$ cat src/rtl/writeback_pkg.sv
`default_nettype none
// ============================================================================
// Module  : writeback_pkg
// Purpose : Load funct3 encodings and writeback FSM state type.
// Revision: 1.0 - initial release
// ============================================================================
package writeback_pkg;

  localparam logic [2:0] LB      = 3'b000;
  localparam logic [2:0] LH      = 3'b001;
  localparam logic [2:0] LW      = 3'b010;
  localparam logic [2:0] LD      = 3'b011;
  localparam logic [2:0] LBU     = 3'b100;
  localparam logic [2:0] LHU     = 3'b101;
  localparam logic [2:0] LWU     = 3'b110;
  localparam logic [2:0] LILLEGAL = 3'b111;

  typedef enum logic [0:0] {
    IDLE     = 1'b0,
    WAIT_MEM = 1'b1
  } wb_state_e;

endpackage
`default_nettype wire

$ cat src/rtl/writeback_load_align.sv
`default_nettype none
// ============================================================================
// Module  : load_align
// Purpose : Selects and sign/zero-extends load data from an aligned doubleword.
// Revision: 1.0 - initial release
// ============================================================================
module load_align
  import writeback_pkg::*;
#(
  parameter int BUS_DATA_WIDTH = 64
) (
  input  logic [BUS_DATA_WIDTH-1:0] data_i,
  input  logic [2:0]                funct3_i,
  input  logic [2:0]                addr_low_i,
  output logic [BUS_DATA_WIDTH-1:0] data_o,
  output logic                      illegal_o
);

  logic [7:0]  w_byte;
  logic [15:0] w_half;
  logic [31:0] w_word;

  // Low address bits below the access size are dropped, aligning down.
  always_comb begin
    w_byte    = data_i[{addr_low_i, 3'b000} +: 8];
    w_half    = data_i[{addr_low_i[2:1], 4'b0000} +: 16];
    w_word    = data_i[{addr_low_i[2], 5'b00000} +: 32];
    data_o    = '0;
    illegal_o = 1'b0;
    case (funct3_i)
      LB:      data_o = {{(BUS_DATA_WIDTH-8){w_byte[7]}}, w_byte};
      LH:      data_o = {{(BUS_DATA_WIDTH-16){w_half[15]}}, w_half};
      LW:      data_o = {{(BUS_DATA_WIDTH-32){w_word[31]}}, w_word};
      LD:      data_o = data_i;
      LBU:     data_o = {{(BUS_DATA_WIDTH-8){1'b0}}, w_byte};
      LHU:     data_o = {{(BUS_DATA_WIDTH-16){1'b0}}, w_half};
      LWU:     data_o = {{(BUS_DATA_WIDTH-32){1'b0}}, w_word};
      default: illegal_o = 1'b1;
    endcase
  end

endmodule
`default_nettype wire

$ cat src/rtl/writeback.sv
`default_nettype none
// ============================================================================
// Module  : writeback
// Purpose : Pipeline writeback stage; waits for load responses, retires ops.
// Revision: 1.0 - initial release
// ============================================================================
module writeback
  import writeback_pkg::*;
#(
  parameter int BUS_DATA_WIDTH = 64
) (
  input  logic                      clk,
  input  logic                      reset,
  input  logic                      wb_en,
  input  logic                      inRegWrite,
  input  logic                      inMemOrReg,
  input  logic [4:0]                inDestReg,
  input  logic [BUS_DATA_WIDTH-1:0] inAluResult,
  input  logic [2:0]                inLoadFunct3,
  input  logic [2:0]                inAddrLow,
  input  logic                      memRespValid,
  input  logic [BUS_DATA_WIDTH-1:0] memRespData,
  output logic                      outRegWrite,
  output logic [4:0]                outDestReg,
  output logic [BUS_DATA_WIDTH-1:0] outMemOrRegData,
  output logic                      outStall,
  output logic                      outIllegal,
  output logic [63:0]               outRetired
);

  wb_state_e                 state_q;
  logic [4:0]                pend_dest_q;
  logic [2:0]                pend_funct3_q;
  logic [2:0]                pend_addr_q;
  logic                      regwrite_q;
  logic [4:0]                dest_q;
  logic [BUS_DATA_WIDTH-1:0] data_q;
  logic                      illegal_q;
  logic [63:0]               retired_q;

  logic                      w_waiting;
  logic [4:0]                w_dest;
  logic [2:0]                w_funct3;
  logic [2:0]                w_addr;
  logic                      w_load_done;
  logic [BUS_DATA_WIDTH-1:0] w_align_data;
  logic                      w_align_illegal;

  // While waiting, the captured fields steer extraction instead of live inputs.
  assign w_waiting   = (state_q == WAIT_MEM);
  assign w_dest      = w_waiting ? pend_dest_q   : inDestReg;
  assign w_funct3    = w_waiting ? pend_funct3_q : inLoadFunct3;
  assign w_addr      = w_waiting ? pend_addr_q   : inAddrLow;
  assign w_load_done = memRespValid &&
                       (w_waiting || (wb_en && inRegWrite && inMemOrReg));

  load_align #(
    .BUS_DATA_WIDTH(BUS_DATA_WIDTH)
  ) u_load_align (
    .data_i    (memRespData),
    .funct3_i  (w_funct3),
    .addr_low_i(w_addr),
    .data_o    (w_align_data),
    .illegal_o (w_align_illegal)
  );

  always_ff @(posedge clk) begin
    if (reset) begin
      state_q       <= IDLE;
      pend_dest_q   <= '0;
      pend_funct3_q <= '0;
      pend_addr_q   <= '0;
      regwrite_q    <= 1'b0;
      dest_q        <= '0;
      data_q        <= '0;
      illegal_q     <= 1'b0;
      retired_q     <= '0;
    end else begin
      regwrite_q <= 1'b0;
      illegal_q  <= 1'b0;
      if (w_load_done) begin
        state_q   <= IDLE;
        retired_q <= retired_q + 64'd1;
        if (w_align_illegal) begin
          illegal_q <= 1'b1;
        end else if (w_dest != 5'd0) begin
          regwrite_q <= 1'b1;
          dest_q     <= w_dest;
          data_q     <= w_align_data;
        end
      end else if (!w_waiting && wb_en) begin
        if (inRegWrite && inMemOrReg) begin
          state_q       <= WAIT_MEM;
          pend_dest_q   <= inDestReg;
          pend_funct3_q <= inLoadFunct3;
          pend_addr_q   <= inAddrLow;
        end else begin
          retired_q <= retired_q + 64'd1;
          if (inRegWrite && (inDestReg != 5'd0)) begin
            regwrite_q <= 1'b1;
            dest_q     <= inDestReg;
            data_q     <= inAluResult;
          end
        end
      end
    end
  end

  assign outRegWrite     = regwrite_q;
  assign outDestReg      = dest_q;
  assign outMemOrRegData = data_q;
  assign outStall        = w_waiting;
  assign outIllegal      = illegal_q;
  assign outRetired      = retired_q;

endmodule
`default_nettype wire
$ cat config.mk
export PLATFORM = sky130hd
export DESIGN_NAME = writeback
export DESIGN_NICKNAME = d
export VERILOG_FILES = /design/src/rtl/writeback_pkg.sv /design/src/rtl/writeback_load_align.sv /design/src/rtl/writeback.sv
export SDC_FILE = /design/constraint.sdc
export NUM_CORES = 1
export LEC_CHECK = 0
export CAP_MARGIN = 20
export CORE_ASPECT_RATIO = 2
export CORE_MARGIN = 2
export CORE_UTILIZATION = 30
export CTS_CLUSTER_DIAMETER = 150
export CTS_CLUSTER_SIZE = 16
export DETAILED_ROUTE_END_ITERATION = 6
export PLACE_DENSITY = 0.59
export SYNTH_ARGS = -nofsm -noshare
export SYNTH_HDL_FRONTEND = slang
export SYNTH_SLANG_ARGS = --single-unit
$ cat constraint.sdc
create_clock -name clk -period 2.15 [get_ports clk]
set_input_delay 0.43 -clock clk [delete_from_list [all_inputs] [get_ports clk]]
set_output_delay 0.43 -clock clk [all_outputs]
set_load 0.005 [all_outputs]
; ---- Word level (Yosys, flattened, before mapping)
; Cells that the tools add are included.
[classes]
n_addsub = 1
mul = 0
div = 0
n_lt_le_gt_ge = 0
eq_ne = 9
n_shift = 3
mux = 26
bitwise = 1
n_reduce_logical = 20
[ops]
columns = cell, count
row1 = $mux 64, 9
row2 = $pmux 64 s7, 1
row3 = $add 64x1->64 const B, 1
row4 = $shiftx 64x7->16, 1
row5 = $shiftx 64x7->32, 1
row6 = $shiftx 64x7->8, 1
row7 = $mux 5, 7
row8 = $reduce_bool 5->1, 2
row9 = $eq 3x3->1 const B, 3
row10 = $mux 1, 7
row11 = $reduce_or 7->1, 1
row12 = $eq 3x2->1 const B, 2
row13 = $logic_and 1x1->1, 6
row14 = $mux 3, 2
row15 = $reduce_and 5->1, 1
row16 = $ne 2x2->1 const B, 2
row17 = $reduce_and 2->1, 2
row18 = $reduce_bool 2->1, 2
row19 = $reduce_or 2->1, 2
row20 = $eq 3x1->1 const B, 1
row21 = $logic_not 3->1, 1
row22 = $reduce_and 3->1, 1
row23 = $ne 2x1->1 const B, 1
row24 = $logic_not 1->1, 1
row25 = other kinds (2), 2
[word_totals]
reg_bits = 147
latchBits = 0
mem_bits_rw = 0
mem_bits_ro = 0
input_bits = 145
output_inout_bits = 136
n_memories = 0

; ---- Longest topological paths before layout
; Gate-level depths: netlist of the first run.
[logic_depth]
word_depth = 6
depth_mapped = 11
mapped_depth_nobuf = 6

; ---- Modules after synthesis
; A second synthesis of the first run with hierarchy kept.
[hier_totals]
hier_cells = 1082
area_unflattened_um2 = 8709.6
[by_module_without_submodules]
columns = module, n_inst, cells_each, area_per_inst_um2
row1 = writeback, 1, 831, 6846.6
row2 = load_align, 1, 251, 1863.0

; ---- Worst setup path before layout of the first run
; OpenSTA, ideal clock, no wires.
[synth_path]
kind = register to register
startpoint = register state_q, in the netlist outStall
endpoint = register data_q[5], in the netlist outMemOrRegData[5]
setup_ns = 0.119
t_arrival_ns = 2.278
path_slack_ns = -0.247
path_stages_with_launch = 8
path_buffers = 2
synth_period_minus_slack_ns = 2.397
cell_sequence = dfxtp_1 -> buf_6 -> mux2i_4 -> buf_2 -> mux4_2 -> a222oi_1 -> nor2_1 -> o221a_2
[synth_via]
elab_chain_len = 6
[synth_lines]
columns = item, line_no
row1 = from (decl), writeback.sv:31  ; wb_state_e state_q;
row2 = from (signal assigned), writeback.sv:69  ; state_q <= IDLE;
row3 = from (signal assigned), writeback.sv:82  ; state_q <= IDLE;
row4 = from (signal assigned), writeback.sv:93  ; state_q <= WAIT_MEM;
row5 = "$mux 3, on equally long branches", "writeback.sv:53, writeback.sv:52"
row6 = $shiftx 64x7->32 (tied with other cells), writeback_load_align.sv:27  ; w_word = data_i[{addr_low_i[2], 5'b00000} +: 32];
row7 = $pmux 64 s7, writeback_load_align.sv:30  ; case (funct3_i)
row8 = $mux 64, writeback.sv:86  ; end else if (w_dest != 5'd0) begin
row9 = $mux 64, writeback.sv:84  ; if (w_align_illegal) begin
row10 = $mux 64, writeback.sv:81  ; if (w_load_done) begin
row11 = to (signal assigned), writeback.sv:89  ; data_q <= w_align_data;
row12 = to (signal assigned), writeback.sv:102  ; data_q <= inAluResult;
row13 = to (decl), writeback.sv:37  ; logic [BUS_DATA_WIDTH-1:0] data_q;
; Several ways; a longest one is shown, not always the timed one. The select of a mux whose other input is x is not followed.
; A chain may end at the register's enable or synchronous reset.

; ---- Worst setup path in the final report of the first run
[layout_path]
startpoint = register state_q, in the netlist outStall
endpoint = register data_q[11], in the netlist outMemOrRegData[11]
; Same word-level chain as after synthesis.

==> flow_summary.yaml, run 1 <==
clock_network:
  clockRootBuffer: "clkbuf_16"
  clkSlewWorstSetupHoldPaths_ps: 60
  clk_latency_ps: 450
  holdBufCountCts: 0
  numCtsBuffers: 17
  cts_buffer_depth: 2
  htreeDepth: 4
  clock-sinks: 147
  cts_tree: "yes"
routing:
  ant_nets: 0
  drtIter0Drc: 687
  avgViaCountPerCell: 5.45
  num_vias: 9786
  wl_microns: 38300
  drc: 0
  dr.pass1.iters: 6
  wl_per_cell_microns: 21.4
pwr:
  pwr-share-clk_pct: 40.3
  swShare_pct: 27.6
  netSwitchingPower_w: 0.00203
  p_seq_share_pct: 38.9
  leakage_nw: 5.22
  p_int_w: 0.00533
  vdd_drop_max_mv: 0.497
  comb_power_share_pct: 20.8
  powerDensity_mw_per_mm2: 539
sta:
  hold_ws_ps: 328
  timing.slew.headroom_pct: 63.2
  rsz0062_at_grt: "yes"
  setup_violations: 64
  finalCritPeriodShare_pct: 107
  setup_ws_ps: -141
  fin_skew_ps: 10.3
  fmax_ghz: 0.437
  hold_viol_final: 0
  worst_slew_pin_slew_ps: 546
  layout_min_cycle_time_ps: 2290
  drv_slew: 0
layout:
  area_growth_pct: 66.0
  layout.cells.non_filler: 1795
  multi_input_area_sq_mm: 0.00518
  layout_common_cells: "clkdlybuf4s50_1 (277), buf_4 (176), dfxtp_1 (144), nor2_1 (99), nand2_1 (89)"
  fin_nets: 1579
  final_core_util_pct: 50.8
  layout_commonest_cell: "clkdlybuf4s50_1"
  n_fill_cell: 2621
  drive_gt1_share_pct: 22.3
  seqCellArea_sq_mm: 0.00295
setup_path:
  regToRegStartpoint: "outStall"
  critPathMaxFanout: 7
  worstSetupStartpoint: "outStall"
  slowest_stage: "mux4_2"
  slowest_delay_ps: 570
  crit_chain: "mux2i_4 -> mux4_2 -> mux2i_4 -> buf_6 -> nor3_2 -> nor2_2 -> buf_6 -> a21oi_2"
  end_kind: "flip-flop"
  crit_type: "reg2reg"
  crit_arrival_ps: 2620
  cp.required_ps: 2480
  critPathLaunchType: "flip-flop"
status:
  violations: "setup timing"
  status: "complete, but fails checks"
worst_hold_path:
  hold_start: "reset"
  hp-class: "in2reg"
floorplanning:
  core_sq_mm: 0.0269
  boundaryPins: 281
  die_w_microns: 121
  rows: 85
  die-area_sq_mm: 0.0288
  chipHeight_microns: 238
  start_util_pct: 30.6
yosys:
  yosysSeqAreaShare_pct: 35.8
  synth-edff-count: 0
  syn_nets: 1159
  synth.distinct_cells: 70
  postSynthCellCount: 1013
  synth.avg_cell_area_sq_um: 8.12
  async_flop_share_pct: 0
  synth_area_sq_mm: 0.00823
  yosys_most_used_dff: "dfxtp_1"
  yosys_warnings: 0
  ys_seq_elements: 147
global_routing:
  first_global_vias: 9830
  grt_overflow: 0
  grt_max_degree: 65
  grt_use_total_pct: 25.9
  grt_pass1_wl_microns: 56400
  antenna_found_initial: 3
flow_run:
  maxCapViolations: 0
placed_design:
  port_buffers: 280
  gp_congestion: 0.963
  dp_cells: 1748
  hpwl_microns: 29500
## path summary, 6_finish.rpt
kind | end | slack [ps] | cells past startpoint
setup / recovery | outMemOrRegData[11] | -140 | 8
hold / removal | pend_addr_q[1] | 330 | 2
setup reg to reg | outMemOrRegData[11] | -140 | 8
hold reg to reg | outMemOrRegData[15] | 490 | 2
## power by group through the flow
stage               logic [W]  clock network, W  registers (W)
finish                0.00153           0.00297        0.00286
global route          0.00162           0.00314        0.00287
CTS                   0.00147           0.00302        0.00286
detailed placement    0.00142                 0        0.00292
global placement      0.00142                 0        0.00292
floorplan            0.000540                 0        0.00292
## state kept, by name, indices dropped and copies added (netlist names)
name             flops
outMemOrRegData     64
pend_addr_q          3
outIllegal           1
outRetired          64
pend_funct3_q        3
pend_dest_q          5
outRegWrite          1
outStall             1
outDestReg           5
## metrics by stage
step / setup WS (ps) / cell area, sq um / total power, W / TNS (ps)
2_1_floorplan: -145 / 8240 / 0.00346 / -5930
3_3_place_gp: -686 / 12700 / 0.00434 / -49730
3_5_place_dp: -696 / 12700 / 0.00434 / -52520
4_1_cts: -116 / 13400 / 0.00735 / -3510
5_1_grt: -200 / 13700 / 0.00763 / -7980
6_report: -141 / 13700 / 0.00736 / -3580
## cells in the mapped netlist, drive strengths merged (3+ instances only)
cell	instances	area, sq um
clkbuf	51	195
dfxtp	147	2940
a21oi	79	410
mux4	11	263
and3	45	282
a31o	5	43.8
a32oi	7	61.3
nand3	81	410
or4	7	52.6
o221a	7	78.8
or2	4	25.0
a222oi	8	80.1
o31ai	6	45.0
a311oi	5	43.8
nand3b	3	22.5
a221oi	8	70.1
nor3	8	62.6
xor2	26	228
nor2	102	385
mux2i	38	400
inv	12	45.0
a22oi	16	120
a211oi	18	150
and4	8	72.6
xnor2	12	105
mux2	3	33.8
or3	15	93.8
buf	28	160
nor4	9	68.8
and2	5	31.3
o21ai	94	474
o211ai	8	60.1
nand4	25	171
nand2	92	345
## worst max-delay path, delay by kind of cell, from the launching register on
| kind | cells | cell delay [ps] |
|---|---|---|
| compound gates | 1 | 70 |
| buf+inv | 2 | 320 |
| flops | 1 | 430 |
| mux | 3 | 1140 |
| simple gates | 2 | 210 |
## cells by family after synthesis
group	Yosys count	share of synthesized area [%]
compound gates	273	21.4
xor+xnor	38	4.05
fa+ha+maj	1	0.152
buf+inv	91	4.87
flops	147	35.8
mux	52	8.47
simple gates	411	25.2
## metal layers
metal | track usage [%] | vias up | share of wire, %
met3 | 5.83 | 121 | 6.1
met1 | 24.4 | 4665 | 33
met4 | 16.0 | 2 | 6.2
li1 | - | 4583 | -
met5 | 0 | - | 0.034
met2 | 49.0 | 415 | 55
## cell type report
cell class,count,share of cell area [%]
multi-input cells,778,37.9
repair buffers,477,32.8
flip-flops and latches,147,21.6
clock buffers,21,3.30
well taps,348,3.19
clock inverters,10,0.806
inverters,12,0.330
diodes,2,0.0366
## timing repair
| action | in CTS | in global routing |
|---|---|---|
| gates cloned | 2 | 2 |
| resized for setup | 84 | 44 |
| buffers inserted | 2 | 8 |
| endpoints found under the setup margin | 88 | 89 |
| pin swaps | 26 | 26 |
No activity file was read; power rests on OpenSTA's default activity.
==> inputs of run 2 (changes only) <==
--- a/config.mk
+++ b/config.mk
@@ -9,7 +9,7 @@
 export CORE_ASPECT_RATIO = 2
 export CORE_MARGIN = 2
 export CORE_UTILIZATION = 30
-export CTS_CLUSTER_DIAMETER = 150
+export CTS_CLUSTER_DIAMETER = 40
 export CTS_CLUSTER_SIZE = 16
 export DETAILED_ROUTE_END_ITERATION = 6
 export PLACE_DENSITY = 0.59
==> results of run 2 <==
No change in the layout: final DEF, timing and power equal those of run 1.
==> inputs of run 3 (changes only) <==
--- a/config.mk
+++ b/config.mk
@@ -12,7 +12,7 @@
 export CTS_CLUSTER_DIAMETER = 40
 export CTS_CLUSTER_SIZE = 16
 export DETAILED_ROUTE_END_ITERATION = 6
-export PLACE_DENSITY = 0.59
+export PLACE_DENSITY = 0.57
 export SYNTH_ARGS = -nofsm -noshare
 export SYNTH_HDL_FRONTEND = slang
 export SYNTH_SLANG_ARGS = --single-unit
==> constraint.sdc (replaced) <==
create_clock -name clk -period 2.6 [get_ports clk]
set_input_delay 0.52 -clock clk [delete_from_list [all_inputs] [get_ports clk]]
set_output_delay 0.52 -clock clk [all_outputs]
set_load 0.005 [all_outputs]
==> flow_summary.yaml, run 3 (synthesis results as in run 1) <==
setup_path:
  r2r_end: "outMemOrRegData[50]"
  crit_path_end: "outMemOrRegData[50]"
  crit_top_cell: "o21ai_0"
  cp.depth: 9
  crit_arrival_ps: 2840
  end_kind: "flip-flop"
  crit_chain: "clkdlybuf4s50_1 -> mux2i_4 -> buf_4 -> mux4_2 -> nand2_1 -> buf_12 -> nand3_1 -> o21ai_0 -> o21ai_0"
  reg2regPathDepth: 9
  critPathLaunchType: "primary input"
  regToRegStartpoint: "outStall"
  crit_buf_inv: 3
  worstSetupStartpoint: "inAddrLow[1]"
  cp.required_ps: 2910
  slowest_stage: "clkdlybuf4s50_1"
  cp_top_family: "buffers and inverters"
  critPathMaxFanout: 23
  slowest_delay_ps: 480
  rrSetupSlack_ps: 110
  crit_type: "in2reg"
status:
  status: "complete, no violations"
layout:
  fin_area_sq_mm: 0.0129
  n_fill_cell: 2641
  area_growth_pct: 56.4
  seqCellArea_sq_mm: 0.00294
  drive_gt1_share_pct: 15.1
  multi_input_area_sq_mm: 0.00496
  layout_commonest_cell: "clkdlybuf4s50_1"
  layout_common_cells: "clkdlybuf4s50_1 (279), dfxtp_1 (147), buf_4 (110), nor2_1 (100), o21ai_0 (92)"
  fin_nets: 1502
placed_design:
  hpwl_microns: 28500
  port_buffers: 280
  placed_area_sq_mm: 0.0123
  gp_congestion: 0.935
sta:
  setup_violations: 0
  layout_min_cycle_time_ps: 2520
  fin_skew_ps: 7.62
  hold_viol_final: 0
  finalCritPeriodShare_pct: 97.0
  drv_slew: 0
  timing.slew.headroom_pct: 56.7
  rsz0062_at_grt: "no"
  worst_slew_pin_slew_ps: 650
  fmax_ghz: 0.397
floorplanning:
  die_w_microns: 121
  rows: 85
  die-area_sq_mm: 0.0288
  start_util_pct: 30.6
  boundaryPins: 281
  core_sq_mm: 0.0269
  chipHeight_microns: 238
clock_network:
  cts_tree: "yes"
  htreeDepth: 4
  numCtsBuffers: 17
  holdBufCountCts: 0
  clk_latency_ps: 450
  cts_buffer_depth: 2
  clockRootBuffer: "clkbuf_16"
  clkSlewWorstSetupHoldPaths_ps: 70
  clock-sinks: 147
worst_hold_path:
  hold_start: "reset"
  hp-class: "in2reg"
global_routing:
  grtUsageMet2_pct: 47.5
  grt_max_degree: 41
  top_usage_layer: "met2"
  grt_use_total_pct: 24.9
  grt_pass1_wl_microns: 54300
  antenna_found_initial: 4
  first_global_vias: 9537
  grt_overflow: 0
  globalRouteMet3Util_pct: 5.50
  grtUsageMet1_pct: 22.8
pwr:
  vdd_drop_max_mv: 0.317
  finalPower_w: 0.00599
  powerDensity_mw_per_mm2: 466
  leakage_nw: 4.84
routing:
  drc: 0
  dr.pass1.iters: 5
  num_vias: 9239
  wl_microns: 36200
  avgViaCountPerCell: 5.37
  wl_per_cell_microns: 21.0
  ant_nets: 0
  drtIter0Drc: 515
flow_run:
  maxCapViolations: 0
==> run 3: changes by cell type in the layout (fill, tap and decap cells not counted), moves of 4 or more <==
cell / delta
buf_4: -66
o21ai_0: +63
o21ai_1: -56
buf_6: -9
a21oi_1: +8
o21ai_2: -7
a21oi_2: -6
nor2_4: -4
nor4_1: +4
==> run 3: worst reg2reg max path: stages (launching register included) <==
cell and delay [ps]:
dfxtp_1 410, buf_4 250, mux2i_4 290, buf_12 200
mux4_2 300, nand2_1 200, buf_12 190, nand3_1 80
o21ai_0 300, o21ai_0 140
==> run 3: per-layer routing <==
layer  wire [microns]  share of wire [%]
met1            11900                 33
met2            19900                 55
met3             2170                6.0
met4             2210                6.1
met5               25              0.069
==> run 3: through the flow <==
step,hold slack [ps],util [%],instances,worst slack [ps],TNS (ps)
global route,436,47.8,1718,13.8,0
detailed placement,473,45.6,1685,-369,-15890
CTS,413,47.7,1716,16.3,0
finish,437,47.8,1719,78.5,0
global placement,471,45.6,1685,-335,-14010
floorplan,460,-,1013,203,0
==> run 3: final cells by class <==
class                      instances  share of cell area (%)
multi-input combinational        775                    38.6
antenna                            3                  0.0584
inverter                          12                   0.350
clock buffer                      19                    3.44
timing repair buffer             403                    30.3
sequential                       147                    22.9
clock inverter                    12                    1.03
tap                              348                    3.38
==> run 3: power breakdown <==
part           total (W)  internal, W  switching [W]
Clock            0.00248      0.00143        0.00105
Combinational    0.00115     0.000619       0.000528
Sequential       0.00237      0.00232      0.0000476
Total            0.00599      0.00437        0.00162
==> run 3: worst min path at each step <==
stage,end,slack (ps),depth (start not counted)
floorplan,pend_addr_q[0],460,2
global placement,outMemOrRegData[15],470,2
detailed placement,outMemOrRegData[15],470,2
CTS,outRetired[11],410,2
global route,outRetired[6],440,2
finish,pend_addr_q[0],440,2
==> run 3: repair_timing <==
item                       4_1_cts  5_1_grt
gates resized for setup          0        4
setup endpoints to repair        0       20
buffers inserted                 0        0
